## src/rtl/alu_share_arbiter.sv

```systemverilog
// alu_share_arbiter
//
// Purpose:
//   Shares one mode-selected 8-bit ALU between two requesters. Arbitration is
//   round-robin. Operands are taken with a req/ack handshake, and the result is
//   handed to a single consumer with a valid/ready handshake. Mode 3'b011
//   (mul/div) takes MULDIV_LAT execute cycles; every other mode takes OTHER_LAT.
//
// Ports:
//   clk        rising-edge clock
//   rst        synchronous reset, active-low
//   req0/1     request; held high until the matching ack
//   mode0/1    operation select
//   a0/1, b0/1 operands
//   ack0/1     one-cycle pulse: operands accepted
//   res_ready  consumer can take the result
//   res_valid  res_data / res_id are valid
//   res_data   ALU result
//   res_id     requester that owns res_data
//   busy       high whenever the FSM is not idle
//
// Optional feature (macro ALU_ARB_STATS_EN):
//   Adds gnt_cnt0 / gnt_cnt1, saturating 16-bit per-requester grant counters.
//   With the macro undefined, these ports and counters do not exist.

module alu_share_arbiter #(
    parameter int unsigned MULDIV_LAT = 3,
    parameter int unsigned OTHER_LAT  = 1
) (
    input  logic       clk,
    input  logic       rst,
    input  logic       req0,
    input  logic [2:0] mode0,
    input  logic [7:0] a0,
    input  logic [7:0] b0,
    output logic       ack0,
    input  logic       req1,
    input  logic [2:0] mode1,
    input  logic [7:0] a1,
    input  logic [7:0] b1,
    output logic       ack1,
    input  logic       res_ready,
    output logic       res_valid,
    output logic [7:0] res_data,
    output logic       res_id,
    output logic       busy
`ifdef ALU_ARB_STATS_EN
    ,
    output logic [15:0] gnt_cnt0,
    output logic [15:0] gnt_cnt1
`endif
);

    // The counter is loaded with latency-1 and the result is taken when it hits 0.
    localparam logic [3:0] MulDivCnt = 4'(MULDIV_LAT - 1);
    localparam logic [3:0] OtherCnt  = 4'(OTHER_LAT - 1);

    typedef enum logic [1:0] {
        StIdle,
        StExec,
        StHold
    } state_e;

    state_e     state_q, state_d;
    logic       last_q, last_d;     // requester granted most recently
    logic       gnt_q, gnt_d;       // owner of the operation in flight
    logic [2:0] mode_q, mode_d;
    logic [7:0] a_q, a_d;
    logic [7:0] b_q, b_d;
    logic [3:0] cnt_q, cnt_d;
    logic [1:0] ack_q, ack_d;
    logic       res_valid_q, res_valid_d;
    logic [7:0] res_data_q, res_data_d;
    logic       res_id_q, res_id_d;

    logic       win;
    logic [2:0] win_mode;
    logic       grant_fire;
    logic [7:0] alu_res;

    // Round-robin pick: a lone requester wins; on a tie the one not granted
    // last wins.
    always_comb begin
        win = 1'b0;
        if (req0 && req1) begin
            win = ~last_q;
        end else begin
            win = req1;
        end
        win_mode   = win ? mode1 : mode0;
        grant_fire = (state_q == StIdle) && (req0 || req1);
    end

    // Shared ALU, operating on the latched operands.
    logic [15:0] prod;
    logic [7:0]  divisor;
    logic [7:0]  quot;

    always_comb begin
        prod    = {8'h00, a_q} * {8'h00, b_q};
        divisor = (b_q == 8'h00) ? 8'h01 : b_q;
        quot    = a_q / divisor;
        alu_res = a_q ^ b_q;
        case (mode_q)
            3'b001, 3'b010: alu_res = (a_q > b_q) ? (a_q + b_q) : (a_q - b_q);
            3'b011:         alu_res = (a_q < b_q) ? prod[7:0] : quot;
            3'b100:         alu_res = (a_q != b_q) ? ((a_q > b_q) ? a_q : b_q) : (a_q + b_q);
            default:        alu_res = a_q ^ b_q;
        endcase
    end

    // Next-state and datapath updates.
    always_comb begin
        state_d     = state_q;
        last_d      = last_q;
        gnt_d       = gnt_q;
        mode_d      = mode_q;
        a_d         = a_q;
        b_d         = b_q;
        cnt_d       = cnt_q;
        ack_d       = 2'b00;
        res_valid_d = res_valid_q;
        res_data_d  = res_data_q;
        res_id_d    = res_id_q;

        case (state_q)
            StIdle: begin
                if (grant_fire) begin
                    gnt_d   = win;
                    last_d  = win;
                    mode_d  = win_mode;
                    a_d     = win ? a1 : a0;
                    b_d     = win ? b1 : b0;
                    ack_d   = win ? 2'b10 : 2'b01;
                    cnt_d   = (win_mode == 3'b011) ? MulDivCnt : OtherCnt;
                    state_d = StExec;
                end
            end
            StExec: begin
                if (cnt_q == 4'd0) begin
                    res_data_d  = alu_res;
                    res_id_d    = gnt_q;
                    res_valid_d = 1'b1;
                    state_d     = StHold;
                end else begin
                    cnt_d = cnt_q - 4'd1;
                end
            end
            StHold: begin
                if (res_ready) begin
                    res_valid_d = 1'b0;
                    state_d     = StIdle;
                end
            end
            default: begin
                state_d = StIdle;
            end
        endcase
    end

    always_ff @(posedge clk) begin
        if (!rst) begin
            state_q     <= StIdle;
            last_q      <= 1'b1;    // so requester 0 wins the first tie
            gnt_q       <= 1'b0;
            mode_q      <= 3'b000;
            a_q         <= 8'h00;
            b_q         <= 8'h00;
            cnt_q       <= 4'd0;
            ack_q       <= 2'b00;
            res_valid_q <= 1'b0;
            res_data_q  <= 8'h00;
            res_id_q    <= 1'b0;
        end else begin
            state_q     <= state_d;
            last_q      <= last_d;
            gnt_q       <= gnt_d;
            mode_q      <= mode_d;
            a_q         <= a_d;
            b_q         <= b_d;
            cnt_q       <= cnt_d;
            ack_q       <= ack_d;
            res_valid_q <= res_valid_d;
            res_data_q  <= res_data_d;
            res_id_q    <= res_id_d;
        end
    end

    assign ack0      = ack_q[0];
    assign ack1      = ack_q[1];
    assign res_valid = res_valid_q;
    assign res_data  = res_data_q;
    assign res_id    = res_id_q;
    assign busy      = (state_q != StIdle);

`ifdef ALU_ARB_STATS_EN
    logic [15:0] gnt_cnt0_q, gnt_cnt0_d;
    logic [15:0] gnt_cnt1_q, gnt_cnt1_d;

    always_comb begin
        gnt_cnt0_d = gnt_cnt0_q;
        gnt_cnt1_d = gnt_cnt1_q;
        if (grant_fire) begin
            if (!win && (gnt_cnt0_q != 16'hFFFF)) begin
                gnt_cnt0_d = gnt_cnt0_q + 16'd1;
            end
            if (win && (gnt_cnt1_q != 16'hFFFF)) begin
                gnt_cnt1_d = gnt_cnt1_q + 16'd1;
            end
        end
    end

    always_ff @(posedge clk) begin
        if (!rst) begin
            gnt_cnt0_q <= 16'h0000;
            gnt_cnt1_q <= 16'h0000;
        end else begin
            gnt_cnt0_q <= gnt_cnt0_d;
            gnt_cnt1_q <= gnt_cnt1_d;
        end
    end

    assign gnt_cnt0 = gnt_cnt0_q;
    assign gnt_cnt1 = gnt_cnt1_q;
`endif

endmodule

```

## config.mk

```make
export PLATFORM = sky130hd
export DESIGN_NAME = alu_share_arbiter
export DESIGN_NICKNAME = d
export VERILOG_FILES = /design/src/rtl/alu_share_arbiter.sv
export SDC_FILE = /design/constraint.sdc
export NUM_CORES = 1
export LEC_CHECK = 0
export CAP_MARGIN = 20
export CORE_ASPECT_RATIO = 0.6
export CORE_MARGIN = 2
export CORE_UTILIZATION = 59
export DETAILED_ROUTE_END_ITERATION = 12
export PLACE_DENSITY = 0.89
export SKIP_LAST_GASP = 1
export SYNTH_ARGS = -nofsm -noshare
export SYNTH_HDL_FRONTEND = slang
export SYNTH_SLANG_ARGS = --single-unit
```

## constraint.sdc

```tcl
create_clock -name clk -period 14.5 [get_ports clk]
set_input_delay 2.9 -clock clk [delete_from_list [all_inputs] [get_ports clk]]
set_output_delay 2.9 -clock clk [all_outputs]
set_load 0.02 [all_outputs]
```

==> results.tsv, run 1 <==
metric	value	unit
post-DP HPWL	12700	µm
sequential share of the synthesized area	14.4	%
Yosys reg bits	39	
top-count cell post-synth	ha_1	
IO Pins	56	
synth cell count leaders	ha_1 (70), nand2_1 (65), inv_1 (57)	
Hold Crit Depth	2	
GRT Resource Usage Total	32.9	%
RSZ-0062 raised after global routing	no	
cts bufs inserted	5	
total of max-cap violations	0	
Worst-Margin Slew	794	ps
xor/xnor cell area share of the yosys netlist	5.84	%
H-tree depth	2	
CP Class	flop to flop	
Routed WL per cell	19.5	µm
crit-path leading delay family	compound AO/OA/AOI/OAI gates	
Die Y	78.2	µm
Syn Area/Cell	7.97	µm²
first-pass GRT wire length	25900	µm
Syn-to-layout area delta	13.8	%
slew margin rel.	46.6	%
Period minus WS final	12140	ps
FILL cells	712	
Post-Synth Adder-Cell Area	21.3	%
status	finished clean	
Setup crit start kind	flop	
grt ovf	0	
ant diodes	0	
Post-synth EDFFs	0	
clk_lat worst skew	290	ps
Simple-Gate Fraction of Synth Area	19.2	%
routing usage on met1	46.6	%
clk root buf	clkbuf_16	
clock sink count	39	
Most Crowded Layer GR	met2	
final period utilization	83.7	%
r2r worst-path depth	50	
share of flip-flops with an asynchronous set or reset	0	%
Compound-Gate Fraction of Synth Area	24.7	%
critical path's slowest cell	or4_4	
DRT antenna net count	0	
post_cts resized	0	
wirelength, routed	16200	µm
CP endpoint kind	flop	
Max Slew Vio Count	0	
Final TNS setup	0	ps
share of cells above drive strength 1	5.60	%
f_max	0.0824	GHz
met2 usage	47.8	%
largest net degree at the start of global routing	42	
Synthesis Warnings	0	
core area	9050	µm²
DR pass1 iterations	5	
post-synthesis mux area share	7.92	%
CP max FO	10	
number of cells produced by synthesis	680	
clk_skew	6.97	ps
vias in the first global route	4988	
final setup vio count	0	
CTS tree	built	
gp weighted congestion	1.05	
DRC	0	
initial antenna violation count	0	
worst r2r src	b_q[6]	
Main synth FF type	dfxtp_1	
Initial DRC Count	463	
R2R Path End	res_data[0]	
Critical Path AT	12320	ps
Min-Delay Endpoint	last_q	
final hold vios	0	
mapped cell area	5420	µm²
largest family of logic cells by synthesized area	compound AO/OA/AOI/OAI gates	
maximum clock insertion buffer count	2	
met3 Usage GRT	11.4	%
Die Wd	128	µm
R2R setup slack	2360	ps
IO Port Bufs	55	
worst path required time	14680	ps
CTS Hold Bufs	0	
top cells by area, synth	ha_1 (16%), dfxtp_1 (14%), mux2i_1 (6.5%), fa_1 (5.2%), nand2_1 (4.5%)	
Mapped Nets	807	
hold_sp	last_q	
Synth cell types	69	
# nets final	840	
top-area cell type share of the netlist area	16.2	%
Starting Density	59.8	%
DR vias/cell	6.38	
worst hold path type	flop to flop	
DIE AREA	9990	µm²
buffer and inverter count on the worst path	3	
clock-pin slew on the worst setup and hold paths	70	ps
Post-CTS Setup Bufs	0	
leading area contributor after synthesis	ha_1	
CP dominant cell by count	ha_1	
row cnt	27	
max incr delay on CP	590	ps
vias	5298	
-- stage by stage --
step           cell area [µm²]  setup WS [ps]  utilization [%]  instances  hold slack (ps)
3_5_place_dp              6010           2670             66.4        822              485
6_report                  6160           2360             68.1        830              487
3_3_place_gp              6010           3370             66.4        822              451
2_1_floorplan             5420           4030                -        680              440
4_1_cts                   6160           2610             68.1        830              496
5_1_grt                   6160           1590             68.1        830              524
-- placed cells by master, fill, tap and decap left out, drive strengths merged, types with 6 or more instances in the layout --
cell           Yosys  layout
o211a             20      20
inv               57      58
nor4               6       6
nor3              23      23
nand3              8       8
nand2b             9       9
o21a              25      25
fa                14      14
nand2             65      65
a211oi             7       7
a21o              13      13
or2                6       6
ha                70      70
o211ai             7       7
a21oi             30      30
clkbuf            24       6
dfxtp             39      39
mux2i             37      37
xnor2             21      21
nor2b              8       8
o21ai             33      33
clkdlybuf4s50      0      55
nor2              57      57
and2              12      12
xor2              10      10
-- cell type report --
cell class / instances / area [µm²] / share of cell area, %
clock buffer: 6 / 139 / 2.25
clock inverter: 2 / 13.8 / 0.223
inverter: 57 / 214 / 3.47
multi-input combinational: 550 / 4280 / 69.5
sequential: 39 / 781 / 12.7
tap: 116 / 145 / 2.35
timing repair buffer: 60 / 588 / 9.54
-- registers in the layout, summed over array words and instances, names as in the netlist --
signal and cells:
res_id 1, res_valid 1, ack_q 2, last_q 1, gnt_q 1, b_q 8, cnt_q 4, mode_q 3
state_q 2, a_q 8, res_data 8
-- worst max path at each step --
stage | cells after the start | slack, ps | from | to
2_1_floorplan | 53 | 4030 | b_q[6] | res_data[0]
6_report | 50 | 2360 | b_q[6] | res_data[0]
5_1_grt | 50 | 1590 | b_q[5] | res_data[0]
4_1_cts | 50 | 2610 | b_q[4] | res_data[0]
3_5_place_dp | 50 | 2670 | b_q[5] | res_data[0]
3_3_place_gp | 50 | 3370 | b_q[5] | res_data[0]
-- cells by family (layout without fill, tap and decap cells) --
| group | Yosys count | in the layout |
|---|---|---|
| muxes | 40 | 40 |
| buffers and inverters | 91 | 125 |
| AOI/OAI and AO/OA | 181 | 181 |
| and+or+nand+nor | 212 | 212 |
| xor gates and xnor gates | 33 | 33 |
| adders and majority gates | 84 | 84 |
| DFF | 39 | 39 |
-- worst register-to-register path, delay by kind of cell (launching register included) --
family | cells | cell delay, ps
adder cells (fa/ha/maj) | 8 | 2480
flip-flops | 1 | 430
AO/OA/AOI/OAI | 21 | 4630
buffers and inverters | 3 | 260
AND/OR/NAND/NOR | 15 | 3300
multiplexers | 3 | 950
-- per-layer routing --
| layer | wire length (µm) | up-vias |
|---|---|---|
| li1 | - | 2478 |
| met1 | 7250 | 2486 |
| met2 | 6540 | 311 |
| met3 | 2150 | 23 |
| met4 | 266 | 0 |
| met5 | 0 | - |
Power of run 1 is not shown: default switching activity piles up to over one toggle a cycle in this logic, so the estimate is an artifact.
==> run 2, diff against run 1 <==
- clock period: 14.5 -> 12.18 ns (I/O delays scaled with it)
==> results.tsv, run 2 (synthesis results as in run 1) <==
metric	value	unit	change
commonest non-fill, non-tap cell in the layout	ha_1		
DRT antenna net count	0		unchanged
CP max FO	10		unchanged
CTS tree	built		
slew margin rel.	29.4	%	-17 points
Period minus WS final	11460	ps	-683 ps
total of max-cap violations	0		unchanged
# nets final	843		+0.36%
Final TNS setup	0	ps	unchanged
GRT Resource Usage Total	33.4	%	+0.45 points
CP Class	flop to flop		
initial antenna violation count	0		unchanged
Syn-to-layout area delta	15.3	%	
ant diodes	0		unchanged
vias in the first global route	5169		+3.6%
r2r worst-path depth	50		unchanged
Starting Density	59.8	%	unchanged
R2R setup slack	720	ps	-1640 ps
hold_sp	res_id		
row cnt	27		unchanged
IO Port Bufs	55		unchanged
clk_skew	11.6	ps	+4.66 ps
CP endpoint kind	flop		
clk root buf	clkbuf_16		
final setup vio count	0		unchanged
gp weighted congestion	1.04		-0.80%
most frequent cells in the layout	ha_1 (70), nand2_1 (65), inv_1 (57)		
CTS Hold Bufs	0		unchanged
DR vias/cell	6.50		+1.8%
FILL cells	729		+2.4%
R2R Path End	res_data[0]		
DRC	0		unchanged
critical path's slowest cell	or4_4		
Max Slew Vio Count	0		unchanged
core area	9050	µm²	unchanged
worst r2r src	b_q[6]		
Initial DRC Count	526		+14%
post-DP HPWL	13000	µm	+2.4%
status	finished clean		
first-pass GRT wire length	26400	µm	+1.7%
DIE AREA	9990	µm²	unchanged
final period utilization	94.1	%	+10 points
wirelength, routed	16400	µm	+1.2%
Worst-Margin Slew	1050	ps	+256 ps
max incr delay on CP	580	ps	about the same
vias	5415		+2.2%
cts bufs inserted	5		unchanged
largest net degree at the start of global routing	42		unchanged
DR pass1 iterations	6		+1
worst path required time	12360	ps	-2320 ps
RSZ-0062 raised after global routing	no		
Min-Delay Endpoint	res_id		
clock sink count	39		unchanged
Critical Path AT	11640	ps	-680 ps
Hold Crit Depth	2		unchanged
clk_lat worst skew	300	ps	about the same
Die Wd	128	µm	unchanged
clock-pin slew on the worst setup and hold paths	70	ps	about the same
Routed WL per cell	19.7	µm	+0.87%
final hold vios	0		unchanged
maximum clock insertion buffer count	2		unchanged
share of cells above drive strength 1	6.42	%	+0.81 points
worst hold path type	flop to flop		
IO Pins	56		unchanged
Die Y	78.2	µm	unchanged
grt ovf	0		unchanged
f_max	0.0873	GHz	+6.0%
H-tree depth	2		unchanged
Setup crit start kind	flop		
run 2: cell type report:
class                           count  area [µm²]  share of cell area, %
Clock buffer                        6         139                   2.22
Inverter                           57         214                   3.43
Sequential cell                    39         781                   12.5
Multi-Input combinational cell    550        4320                   69.1
Timing Repair Buffer               63         611                   9.78
Clock inverter                      2        38.8                  0.621
Tap cell                          116         145                   2.32
run 2: stage by stage:
step | cells | worst slack, ps | utilization (%) | hold slack [ps] | area, µm²
4_1_cts | 832 | 343 | 68.5 | 474 | 6200
3_5_place_dp | 824 | 382 | 66.6 | 461 | 6030
6_report | 833 | 722 | 69.0 | 470 | 6250
2_1_floorplan | 680 | 1710 | - | 440 | 5420
5_1_grt | 833 | 19.7 | 69.0 | 512 | 6250
3_3_place_gp | 824 | 1080 | 66.6 | 450 | 6030
run 2: how the worst max path moves through the flow:
stage | startpoint | to | depth (start not counted)
floorplan | b_q[6] | res_data[0] | 53
global route | b_q[4] | res_data[0] | 51
CTS | b_q[4] | res_data[0] | 50
detailed placement | b_q[6] | res_data[0] | 50
global placement | b_q[6] | res_data[0] | 50
finish | b_q[6] | res_data[0] | 50
run 2: worst max-delay path: cells and delay by family (launching register included):
family	cells	cell delay [ps]
AND/OR/NAND/NOR	14	2870
flip-flops	1	420
buffers and inverters	3	250
AO/OA/AOI/OAI	22	4440
multiplexers	3	890
adder cells (fa/ha/maj)	8	2460
run 2: timing repair:
action | CTS | global route
gates resized for setup | 0 | 8
setup endpoints to repair | 0 | 1
buffers inserted | 0 | 1
run 2: per-layer routing:
| metal | wire length, µm | track usage (%) | vias to the layer above |
|---|---|---|---|
| met3 | 2190 | 11.8 | 56 |
| met4 | 428 | 8.68 | 0 |
| met2 | 6830 | 50.1 | 350 |
| met5 | 0 | 0 | - |
| met1 | 6970 | 45.6 | 2514 |
| li1 | - | - | 2495 |
Power of run 2 is left out for the same reason.
==> run 3, diff against run 2 <==
- SLEW_MARGIN: unset -> 0
==> results of run 3 <==
No change in the layout: final DEF, timing and power equal those of run 2.
Power of run 3 is left out for the same reason.
